--- src/rtl/load_store_unit_if.sv ---
// Datapath request/response and word-memory pin bundle for the load/store unit.
interface load_store_unit_if;
    logic        req_valid;
    logic        req_ready;
    logic        req_we;
    logic [1:0]  req_size;
    logic        req_signed;
    logic [31:0] req_addr;
    logic [31:0] req_wdata;
    logic        resp_valid;
    logic [31:0] resp_rdata;
    logic        resp_err;
    logic        mem_read;
    logic        mem_write;
    logic [31:0] mem_addr;
    logic [31:0] mem_wdata;
    logic [31:0] mem_rdata;

    modport slave (
        input  req_valid, req_we, req_size, req_signed,
        input  req_addr, req_wdata, mem_rdata,
        output req_ready, resp_valid, resp_rdata, resp_err,
        output mem_read, mem_write, mem_addr, mem_wdata
    );

    modport master (
        output req_valid, req_we, req_size, req_signed,
        output req_addr, req_wdata, mem_rdata,
        input  req_ready, resp_valid, resp_rdata, resp_err,
        input  mem_read, mem_write, mem_addr, mem_wdata
    );
endinterface

--- src/rtl/load_store_unit.sv ---
// Byte/halfword/word load-store initiator for a word-wide data memory.
// Sub-word stores are read-modify-write; loads are sign/zero extended.
module load_store_unit #(
    parameter int MEM_WORDS = 32
) (
    input logic clk,
    input logic rst,
    load_store_unit_if.slave bus
);

    typedef enum logic [1:0] {
        S_IDLE,
        S_READ,
        S_WRITE,
        S_RESP
    } state_t;

    localparam logic [1:0]  SZ_B     = 2'b00;
    localparam logic [1:0]  SZ_H     = 2'b01;
    localparam logic [1:0]  SZ_W     = 2'b10;
    localparam logic [29:0] LP_WORDS = 30'(MEM_WORDS);

    state_t      r_state;
    state_t      w_next;
    logic        r_we;
    logic [1:0]  r_size;
    logic        r_signed;
    logic [31:0] r_addr;
    logic [31:0] r_wdata;
    logic        r_err;
    logic [31:0] r_rdata;
    logic [31:0] r_merged;

    logic        w_ready;
    logic        w_accept;
    logic        w_illegal;
    logic [7:0]  w_byte;
    logic [15:0] w_half;
    logic [31:0] w_load;
    logic [31:0] w_merged;
    logic [31:0] w_word_addr;

    assign w_ready     = (r_state == S_IDLE) & ~rst;
    assign w_accept    = w_ready & bus.req_valid;
    assign w_word_addr = {r_addr[31:2], 2'b00};

    always_comb begin
        w_illegal = 1'b0;
        unique case (1'b1)
            bus.req_size == 2'b11:
                w_illegal = 1'b1;
            bus.req_size == SZ_H:
                w_illegal = bus.req_addr[0];
            bus.req_size == SZ_W:
                w_illegal = |bus.req_addr[1:0];
            default:
                w_illegal = 1'b0;
        endcase
        if (bus.req_addr[31:2] >= LP_WORDS)
            w_illegal = 1'b1;
    end

    // Lane select and extension for loads
    always_comb begin
        w_byte = bus.mem_rdata[{r_addr[1:0], 3'b000} +: 8];
        w_half = r_addr[1] ? bus.mem_rdata[31:16] : bus.mem_rdata[15:0];
        w_load = bus.mem_rdata;
        case (r_size)
            SZ_B:    w_load = {{24{r_signed & w_byte[7]}}, w_byte};
            SZ_H:    w_load = {{16{r_signed & w_half[15]}}, w_half};
            default: w_load = bus.mem_rdata;
        endcase
    end

    // Store lane merged over the current word; other bytes preserved
    always_comb begin
        w_merged = bus.mem_rdata;
        case (r_size)
            SZ_B: w_merged[{r_addr[1:0], 3'b000} +: 8] = r_wdata[7:0];
            SZ_H: begin
                if (r_addr[1])
                    w_merged[31:16] = r_wdata[15:0];
                else
                    w_merged[15:0] = r_wdata[15:0];
            end
            default: w_merged = bus.mem_rdata;
        endcase
    end

    always_ff @(posedge clk or posedge rst) begin
        if (rst)
            r_state <= S_IDLE;
        else
            r_state <= w_next;
    end

    always_comb begin
        w_next         = r_state;
        bus.req_ready  = w_ready;
        bus.resp_valid = 1'b0;
        bus.resp_err   = 1'b0;
        bus.resp_rdata = 32'h0;
        bus.mem_read   = 1'b0;
        bus.mem_write  = 1'b0;
        bus.mem_addr   = 32'h0;
        bus.mem_wdata  = 32'h0;
        case (r_state)
            S_IDLE: begin
                if (w_accept) begin
                    unique case (1'b1)
                        w_illegal:
                            w_next = S_RESP;
                        bus.req_we && bus.req_size == SZ_W:
                            w_next = S_WRITE;
                        default:
                            w_next = S_READ;
                    endcase
                end
            end
            S_READ: begin
                bus.mem_read = 1'b1;
                bus.mem_addr = w_word_addr;
                w_next       = r_we ? S_WRITE : S_RESP;
            end
            S_WRITE: begin
                bus.mem_write = 1'b1;
                bus.mem_addr  = w_word_addr;
                bus.mem_wdata = (r_size == SZ_W) ? r_wdata : r_merged;
                w_next        = S_RESP;
            end
            S_RESP: begin
                bus.resp_valid = 1'b1;
                bus.resp_err   = r_err;
                bus.resp_rdata = r_rdata;
                w_next         = S_IDLE;
            end
            default: w_next = S_IDLE;
        endcase
    end

    always_ff @(posedge clk or posedge rst) begin
        if (rst) begin
            r_we     <= 1'b0;
            r_size   <= 2'b00;
            r_signed <= 1'b0;
            r_addr   <= 32'h0;
            r_wdata  <= 32'h0;
            r_err    <= 1'b0;
            r_rdata  <= 32'h0;
            r_merged <= 32'h0;
        end else if (w_accept) begin
            r_we     <= bus.req_we;
            r_size   <= bus.req_size;
            r_signed <= bus.req_signed;
            r_addr   <= bus.req_addr;
            r_wdata  <= bus.req_wdata;
            r_err    <= w_illegal;
            r_rdata  <= 32'h0;
        end else if (r_state == S_READ) begin
            if (r_we)
                r_merged <= w_merged;
            else
                r_rdata <= w_load;
        end
    end

endmodule

--- src/flat_wrapper.sv ---
// flat-port wrapper written by rule: the top's interface ports become plain ports
module load_store_unit_flat 
#(
    parameter int MEM_WORDS = 32
)
  (clk, rst, bus_req_valid, bus_req_we, bus_req_size, bus_req_signed, bus_req_addr, bus_req_wdata, bus_mem_rdata, bus_req_ready, bus_resp_valid, bus_resp_rdata, bus_resp_err, bus_mem_read, bus_mem_write, bus_mem_addr, bus_mem_wdata);
  load_store_unit_if bus_i ();
  input logic clk;
  input logic rst;
  input wire logic [$bits(bus_i.req_valid)-1:0] bus_req_valid;
  input wire logic [$bits(bus_i.req_we)-1:0] bus_req_we;
  input wire logic [$bits(bus_i.req_size)-1:0] bus_req_size;
  input wire logic [$bits(bus_i.req_signed)-1:0] bus_req_signed;
  input wire logic [$bits(bus_i.req_addr)-1:0] bus_req_addr;
  input wire logic [$bits(bus_i.req_wdata)-1:0] bus_req_wdata;
  input wire logic [$bits(bus_i.mem_rdata)-1:0] bus_mem_rdata;
  output wire logic [$bits(bus_i.req_ready)-1:0] bus_req_ready;
  output wire logic [$bits(bus_i.resp_valid)-1:0] bus_resp_valid;
  output wire logic [$bits(bus_i.resp_rdata)-1:0] bus_resp_rdata;
  output wire logic [$bits(bus_i.resp_err)-1:0] bus_resp_err;
  output wire logic [$bits(bus_i.mem_read)-1:0] bus_mem_read;
  output wire logic [$bits(bus_i.mem_write)-1:0] bus_mem_write;
  output wire logic [$bits(bus_i.mem_addr)-1:0] bus_mem_addr;
  output wire logic [$bits(bus_i.mem_wdata)-1:0] bus_mem_wdata;
  assign bus_i.req_valid = bus_req_valid;
  assign bus_i.req_we = bus_req_we;
  assign bus_i.req_size = bus_req_size;
  assign bus_i.req_signed = bus_req_signed;
  assign bus_i.req_addr = bus_req_addr;
  assign bus_i.req_wdata = bus_req_wdata;
  assign bus_i.mem_rdata = bus_mem_rdata;
  assign bus_req_ready = bus_i.req_ready;
  assign bus_resp_valid = bus_i.resp_valid;
  assign bus_resp_rdata = bus_i.resp_rdata;
  assign bus_resp_err = bus_i.resp_err;
  assign bus_mem_read = bus_i.mem_read;
  assign bus_mem_write = bus_i.mem_write;
  assign bus_mem_addr = bus_i.mem_addr;
  assign bus_mem_wdata = bus_i.mem_wdata;
  load_store_unit #(.MEM_WORDS(MEM_WORDS)) u_core (.clk(clk), .rst(rst), .bus(bus_i));
endmodule
--- config.mk ---
export PLATFORM = sky130hd
export DESIGN_NAME = load_store_unit_flat
export DESIGN_NICKNAME = d
export VERILOG_FILES = /design/src/rtl/load_store_unit_if.sv /design/src/rtl/load_store_unit.sv /design/src/flat_wrapper.sv
export SDC_FILE = /design/constraint.sdc
export NUM_CORES = 1
export LEC_CHECK = 0
export BUFFER_PORTS_ARGS = -buffer_cell sky130_fd_sc_hd__clkbuf_2
export CELL_PAD_IN_SITES_DETAIL_PLACEMENT = 0
export CELL_PAD_IN_SITES_GLOBAL_PLACEMENT = 1
export CORE_ASPECT_RATIO = 0.7
export CORE_MARGIN = 1.5
export CORE_UTILIZATION = 42
export CTS_BUF_LIST = sky130_fd_sc_hd__clkbuf_4 sky130_fd_sc_hd__clkbuf_8 sky130_fd_sc_hd__clkbuf_16
export DETAILED_ROUTE_END_ITERATION = 7
export PLACE_DENSITY_LB_ADDON = 0.1
export SETUP_SLACK_MARGIN = 0.1
export SYNTH_ARGS = -nofsm -noshare
export SYNTH_HDL_FRONTEND = slang
export SYNTH_SLANG_ARGS = --single-unit
--- constraint.sdc ---
create_clock -name clk -period 9.85 [get_ports clk]
set_input_delay 1.97 -clock clk [delete_from_list [all_inputs] [get_ports clk]]
set_output_delay 1.97 -clock clk [all_outputs]
set_load 0.01 [all_outputs]
==> impl_metrics.json, run 1 <==
{
  "synthArstFlopShare_pct": 100.0,
  "cts_max_path_buffers": 2,
  "clk_pin_slew_worst_paths_ns": 0.06,
  "min_period_over_period_pct": 52.96,
  "dieArea_sq_um": 18790,
  "via_count": 6974,
  "synth-edff-count": 0,
  "worst_slack_ns": 4.634,
  "ioPinCount": 204,
  "worstSetupStartpointType": "flop",
  "ys_seq_area_share_pct": 44.77,
  "synth.avg_cell_area_sq_um": 8.527,
  "overflow": 0,
  "place_congestion": 0.8798,
  "routedWlPerCell_microns": 18.75,
  "syn_inst": 885,
  "grt_antenna_before_repair": 0,
  "ant_nets": 0,
  "finalSetupViolCount": 0,
  "yosys_warnings": 0,
  "clock_skew_ns": 0.01331,
  "grt_pass1_wl_microns": 38080,
  "ctsResizeCount": 0,
  "first_global_vias": 6597,
  "htreeDepth": 4,
  "dp.cells": 1254,
  "postCtsHoldBufs": 0,
  "slew_violations": 0,
  "die_x_microns": 163.2,
  "relSlewSlack_pct": 9.983,
  "critPathKind": "reg -> out",
  "row_count": 40,
  "postLayoutCoreUtil_pct": 53.47,
  "cts_tree": "built",
  "timing_hold_violations_final": 0,
  "cap_violations": 0,
  "drt-pass1-iter-count": 6,
  "worstPathCellList": "inv_1, nor2_2, buf_4, nand2_1, a21boi_0, clkbuf_2",
  "area_delta_synth_final_pct": 23.05,
  "cts_root_buf": "clkbuf_16",
  "die_y_microns": 115.1,
  "post_cts_buffers": 0,
  "ys_types": 45,
  "dp_hpwl_microns": 17110,
  "wl_microns": 24090,
  "grt_max_degree": 76,
  "synthesis.area_sq_um": 7546,
  "crit_arrival_ns": 3.25,
  "via_per_inst": 5.427,
  "final_nets": 1156,
  "rsz0062_at_grt": "false",
  "stdcell_count": 1285,
  "ys_ff_latch": 135,
  "clk_latency_ns": 0.43,
  "worst_pin_slew_ns": 1.332,
  "cp_slowest_stage_delay_ns": 0.76,
  "end_kind": "output port",
  "hold_path.class": "reg -> reg",
  "drc": 0,
  "fmax_ghz": 0.1917,
  "fin_crit_ns": 5.216,
  "worst-path-buf-inv": 3,
  "critical-path-top-delay-family": "buffers and inverters",
  "status": "complete, no violations",
  "required_ns": 7.88,
  "crit_path_max_fanout": 23,
  "layout-drive-gt1-share_pct": 25.14,
  "coreArea_sq_um": 17370,
  "cts_sinks": 135,
  "synth_ff_type": "dfrtp_1",
  "total_power_w": 0.003206,
  "antenna_cells": 0,
  "portBuffers": 201,
  "p_leak_nw": 4.633,
  "p_per_area_nw_per_um2": 345.3,
  "start_util_pct": 43.45,
  "peakVddDrop_uv": 128.1,
  "tns_ns": 0,
  "drt-initial-drc-count": 771,
  "slowest_stage": "dfrtp_1",
  "cts_buffers": 17,
  "track_usage_pct": 26.78,
  "nFillCells": 1700,
  "pre_cts_slack_ns": 5.022
}
[path summary, 6_finish.rpt]
path / from / endpoint / slack (ns) / cells after the start
setup / recovery: u_core.r_size[1] / bus_mem_wdata[1] / 4.63 / 6
hold / removal: u_core.r_addr[24] / u_core.r_addr[24] / 0.46 / 2
setup reg to reg: u_core.r_state[0] / u_core.r_rdata[24] / 6.32 / 7
hold reg to reg: u_core.r_addr[24] / u_core.r_addr[24] / 0.46 / 2
max in group asynchronous: rst / u_core.r_merged[24] / 6.74 / 3
min in group asynchronous: rst / u_core.r_err / 1.77 / 2
[cell usage after synthesis, drive strengths merged (3+ instances only)]
library cell / number / area [sq um]
nand2: 308 / 1156
dfrtp: 135 / 3378
and2: 65 / 406.6
clkbuf: 57 / 214.0
o21ai: 44 / 220.2
a22o: 42 / 367.9
a21boi: 32 / 240.2
a222oi: 29 / 290.3
nor2: 20 / 75.07
buf: 17 / 91.33
a21oi: 16 / 80.08
a221o: 16 / 172.7
inv: 16 / 60.06
mux2i: 13 / 130.1
ha: 11 / 137.6
a221oi: 9 / 78.83
o31ai: 9 / 67.56
nor4: 8 / 50.05
a2bb2oi: 5 / 43.79
mux2: 3 / 33.78
nor3: 3 / 15.01
nor4bb: 3 / 30.03
o2bb2ai: 3 / 32.53
[flip-flops by register name (all words and copies together) (netlist names)]
register and cells:
u_core.r_wdata 32, u_core.r_size 2, u_core.r_we 1, u_core.r_state 2, u_core.r_rdata 32, u_core.r_signed 1, u_core.r_addr 32, u_core.r_merged 32
u_core.r_err 1
[worst min-delay path: cells and delay by family, from the launching register on]
kind / cells / cell delay (ns)
flops: 1 / 0.33
simple gates: 2 / 0.10
[cell usage in the layout (no fill, tap or decap), types with 5 or more instances in the layout]
| master | instances |
|---|---|
| and2_1 | 65 |
| clkbuf_2 | 201 |
| o21ai_0 | 43 |
| mux2i_1 | 13 |
| a2bb2oi_1 | 5 |
| a21boi_0 | 32 |
| a221o_2 | 10 |
| a221o_1 | 6 |
| dfrtp_1 | 135 |
| clkbuf_16 | 17 |
| inv_1 | 15 |
| ha_1 | 11 |
| o31ai_1 | 9 |
| buf_4 | 10 |
| bufinv_16 | 5 |
| a221oi_1 | 9 |
| nor2_1 | 17 |
| a22o_1 | 42 |
| a222oi_1 | 29 |
| nor4_1 | 8 |
| a21oi_1 | 16 |
| nand2_1 | 308 |
[area by class of cell]
type	count	area (sq um)	area share, %
flip-flops and latches	135	3378	36.38
clock inverters	12	200.2	2.156
inverters	16	62.56	0.6738
well taps	231	289.0	3.113
clock buffers	19	452.9	4.878
multi-input cells	661	3821	41.15
repair buffers	211	1081	11.64
[power by group]
part	total [W]	switching (W)	internal, W
Sequential	0.00106	0.000245	0.000818
Clock	0.000709	0.000248	0.000461
Combinational	0.00143	0.000847	0.000587
[per-stage QoR]
| step | hold WS [ns] | cell area (sq um) |
|---|---|---|
| floorplan | 0.4374 | 7550 |
| global placement | 0.4499 | 8626 |
| detailed placement | 0.4545 | 8626 |
| CTS | 0.4686 | 9279 |
| global route | 0.4845 | 9285 |
| finish | 0.4627 | 9285 |
[metal layers]
layer / global-route usage [%] / routed length [microns] / vias to the layer above
li1: - / - / 3383
met1: 42.74 / 12270 / 3292
met2: 36.47 / 9502 / 282
met3: 5.808 / 2125 / 17
met4: 5.505 / 195 / 0
met5: 0 / 0 / -
[cells by family after synthesis]
kind of cell,Yosys count,share of synthesized area (%)
and+or+nand+nor,419,24.16
AOI/OAI and AO/OA,213,22.19
DFF,135,44.77
buffers and inverters,90,4.842
muxes,16,2.172
adders and majority gates,11,1.824
other,1,0.04970
(Power assumes the default switching activity.)
==> inputs of run 2 (changes only) <==
Settings changed: CORE_UTILIZATION 42 to 35.
Clock period 9.85 ns to 4.27 ns, I/O delays scaled along.
==> run 2 against run 1 <==
Non-clock buffer count grew 5. Via count grew 1.8%. Global-route usage fell by 3.7 points. Wire length grew 5.9%. Clock skew is 0.0019 ns lower. Final cell count up 4.0%. Power grew 130%. Critical path depth unchanged. Largest power group unchanged. Final area rose by 0.69%. Combinational power rose by 140%. Setup slack got worse by 3.9 ns. Clock-buffer cell count did not move.
==> impl_metrics.json, run 2 (synthesized netlist as in run 1, its figures left out) <==
{
  "overflow": 0,
  "crit_arrival_ns": 2.72,
  "mostFrequentLayoutCell": "nand2_1",
  "grt_antenna_before_repair": 0,
  "use_met1_pct": 35.83,
  "hold_start": "u_core.r_addr[29]",
  "cts_root_buf": "clkbuf_16",
  "critPathKind": "reg -> out",
  "via_per_inst": 5.313,
  "grt.busiest_layer": "met1",
  "ioPinCount": 204,
  "drc": 0,
  "nFillCells": 2139,
  "coreArea_sq_um": 20920,
  "relSlewSlack_pct": 22.32,
  "routedWlPerCell_microns": 19.10,
  "end_kind": "output port",
  "die_x_microns": 178.5,
  "worstSetupStartpoint": "u_core.r_size[1]",
  "peakVddDrop_uv": 311.9,
  "clock_skew_ns": 0.01138,
  "tns_ns": 0,
  "cts_sinks": 135,
  "worst_pin_slew_ns": 1.161,
  "p_leak_nw": 4.638,
  "drt-initial-drc-count": 712,
  "fin_crit_ns": 3.578,
  "antenna_cells": 0,
  "start_util_pct": 36.07,
  "via_count": 7098,
  "postCtsHoldBufs": 0,
  "finalSetupViolCount": 0,
  "gr-usage-met3_pct": 4.650,
  "slew_violations": 0,
  "status": "complete, no violations",
  "clk_pin_slew_worst_paths_ns": 0.06,
  "fmax_ghz": 0.2795,
  "cts_tree": "built",
  "mostFrequentLayoutCells": "308 x nand2_1, 201 x clkbuf_2, 135 x dfrtp_1",
  "ctsResizeCount": 0,
  "cts_max_path_buffers": 2,
  "layout-drive-gt1-share_pct": 25.47,
  "dieArea_sq_um": 22460,
  "htreeDepth": 4,
  "use_met2_pct": 33.04,
  "rsz0062_at_grt": "false",
  "clk_latency_ns": 0.42,
  "hold_path.class": "reg -> reg",
  "worstSetupStartpointType": "flop",
  "first_global_vias": 6758,
  "regArea_sq_um": 3378,
  "row_count": 44,
  "drt-pass1-iter-count": 6,
  "stdcell_count": 1336,
  "post_cts_buffers": 0,
  "wl_microns": 25520,
  "cap_violations": 0,
  "dp.cells": 1304,
  "portBuffers": 201,
  "grt_max_degree": 136,
  "place_congestion": 0.8672,
  "grt_pass1_wl_microns": 39750,
  "track_usage_pct": 23.11,
  "timing_hold_violations_final": 0,
  "crit_path_max_fanout": 32,
  "cts_buffers": 17,
  "dp_hpwl_microns": 18190,
  "die_y_microns": 125.9,
  "p_per_area_nw_per_um2": 789.5,
  "final_nets": 1161,
  "timing.rr.start": "u_core.r_size[1]",
  "multi_input_area_sq_um": 3815,
  "postLayoutCoreUtil_pct": 44.69,
  "required_ns": 3.42,
  "min_period_over_period_pct": 83.80,
  "ant_nets": 0,
  "area_delta_synth_final_pct": 23.89
}
## run 2: cell types whose count changed in the layout (fill, tap and decap cells not counted), sizes merged
cell and delta:
clkinv -2, clkinvlp +2, inv +3, buf +5, bufinv -2
## run 2: report_power, final
part	internal, W	switching (W)	leakage [nW]	total, W
registers	0.00189	0.000586	1.69	0.00247
clock network	0.000948	0.000592	0.290	0.00154
logic	0.00136	0.00201	2.66	0.00337
total	0.00420	0.00318	4.64	0.00738
## run 2: critical path, stage by stage, from the launching register on
cell,delay (ns)
dfrtp_1,0.74
inv_1,0.53
nor2_2,0.18
buf_4,0.37
nand2_1,0.09
a21boi_0,0.22
clkbuf_2,0.17
## run 2: path summary, 6_finish.rpt
check	slack, ns	endpoint	cells after the start
setup / recovery	0.69	bus_mem_wdata[7]	6
hold / removal	0.46	u_core.r_addr[29]	2
setup reg to reg	1.51	u_core.r_merged[15]	4
hold reg to reg	0.46	u_core.r_addr[29]	2
max in group asynchronous	2.97	u_core.r_addr[0]	3
min in group asynchronous	0.59	u_core.r_err	3
## run 2: per-stage QoR
| stage | area (sq um) | hold slack (ns) | worst slack [ns] | total power (W) |
|---|---|---|---|---|
| floorplan | 7553 | 0.4374 | 1.737 | 0.004619 |
| global placement | 8733 | 0.4497 | 1.209 | 0.005872 |
| detailed placement | 8733 | 0.4544 | 1.182 | 0.005862 |
| CTS | 9349 | 0.4690 | 0.7281 | 0.007434 |
| global route | 9349 | 0.4884 | 0.4355 | 0.007971 |
| finish | 9349 | 0.4643 | 0.6915 | 0.007381 |
## run 2: metal layers
metal,part of all wire [%],routed length (microns),vias up
li1,-,-,3403
met1,50,12640,3394
met2,43,10890,282
met3,7.0,1775,19
met4,0.84,214,0
met5,0,0,-
## run 2: area by class of cell
class	instances	share of cell area [%]
Clock inverter	13	1.807
Inverter	16	0.6825
Timing Repair Buffer	216	12.10
Sequential cell	135	36.13
Clock buffer	19	4.778
Multi-Input combinational cell	661	40.81
Tap cell	276	3.694
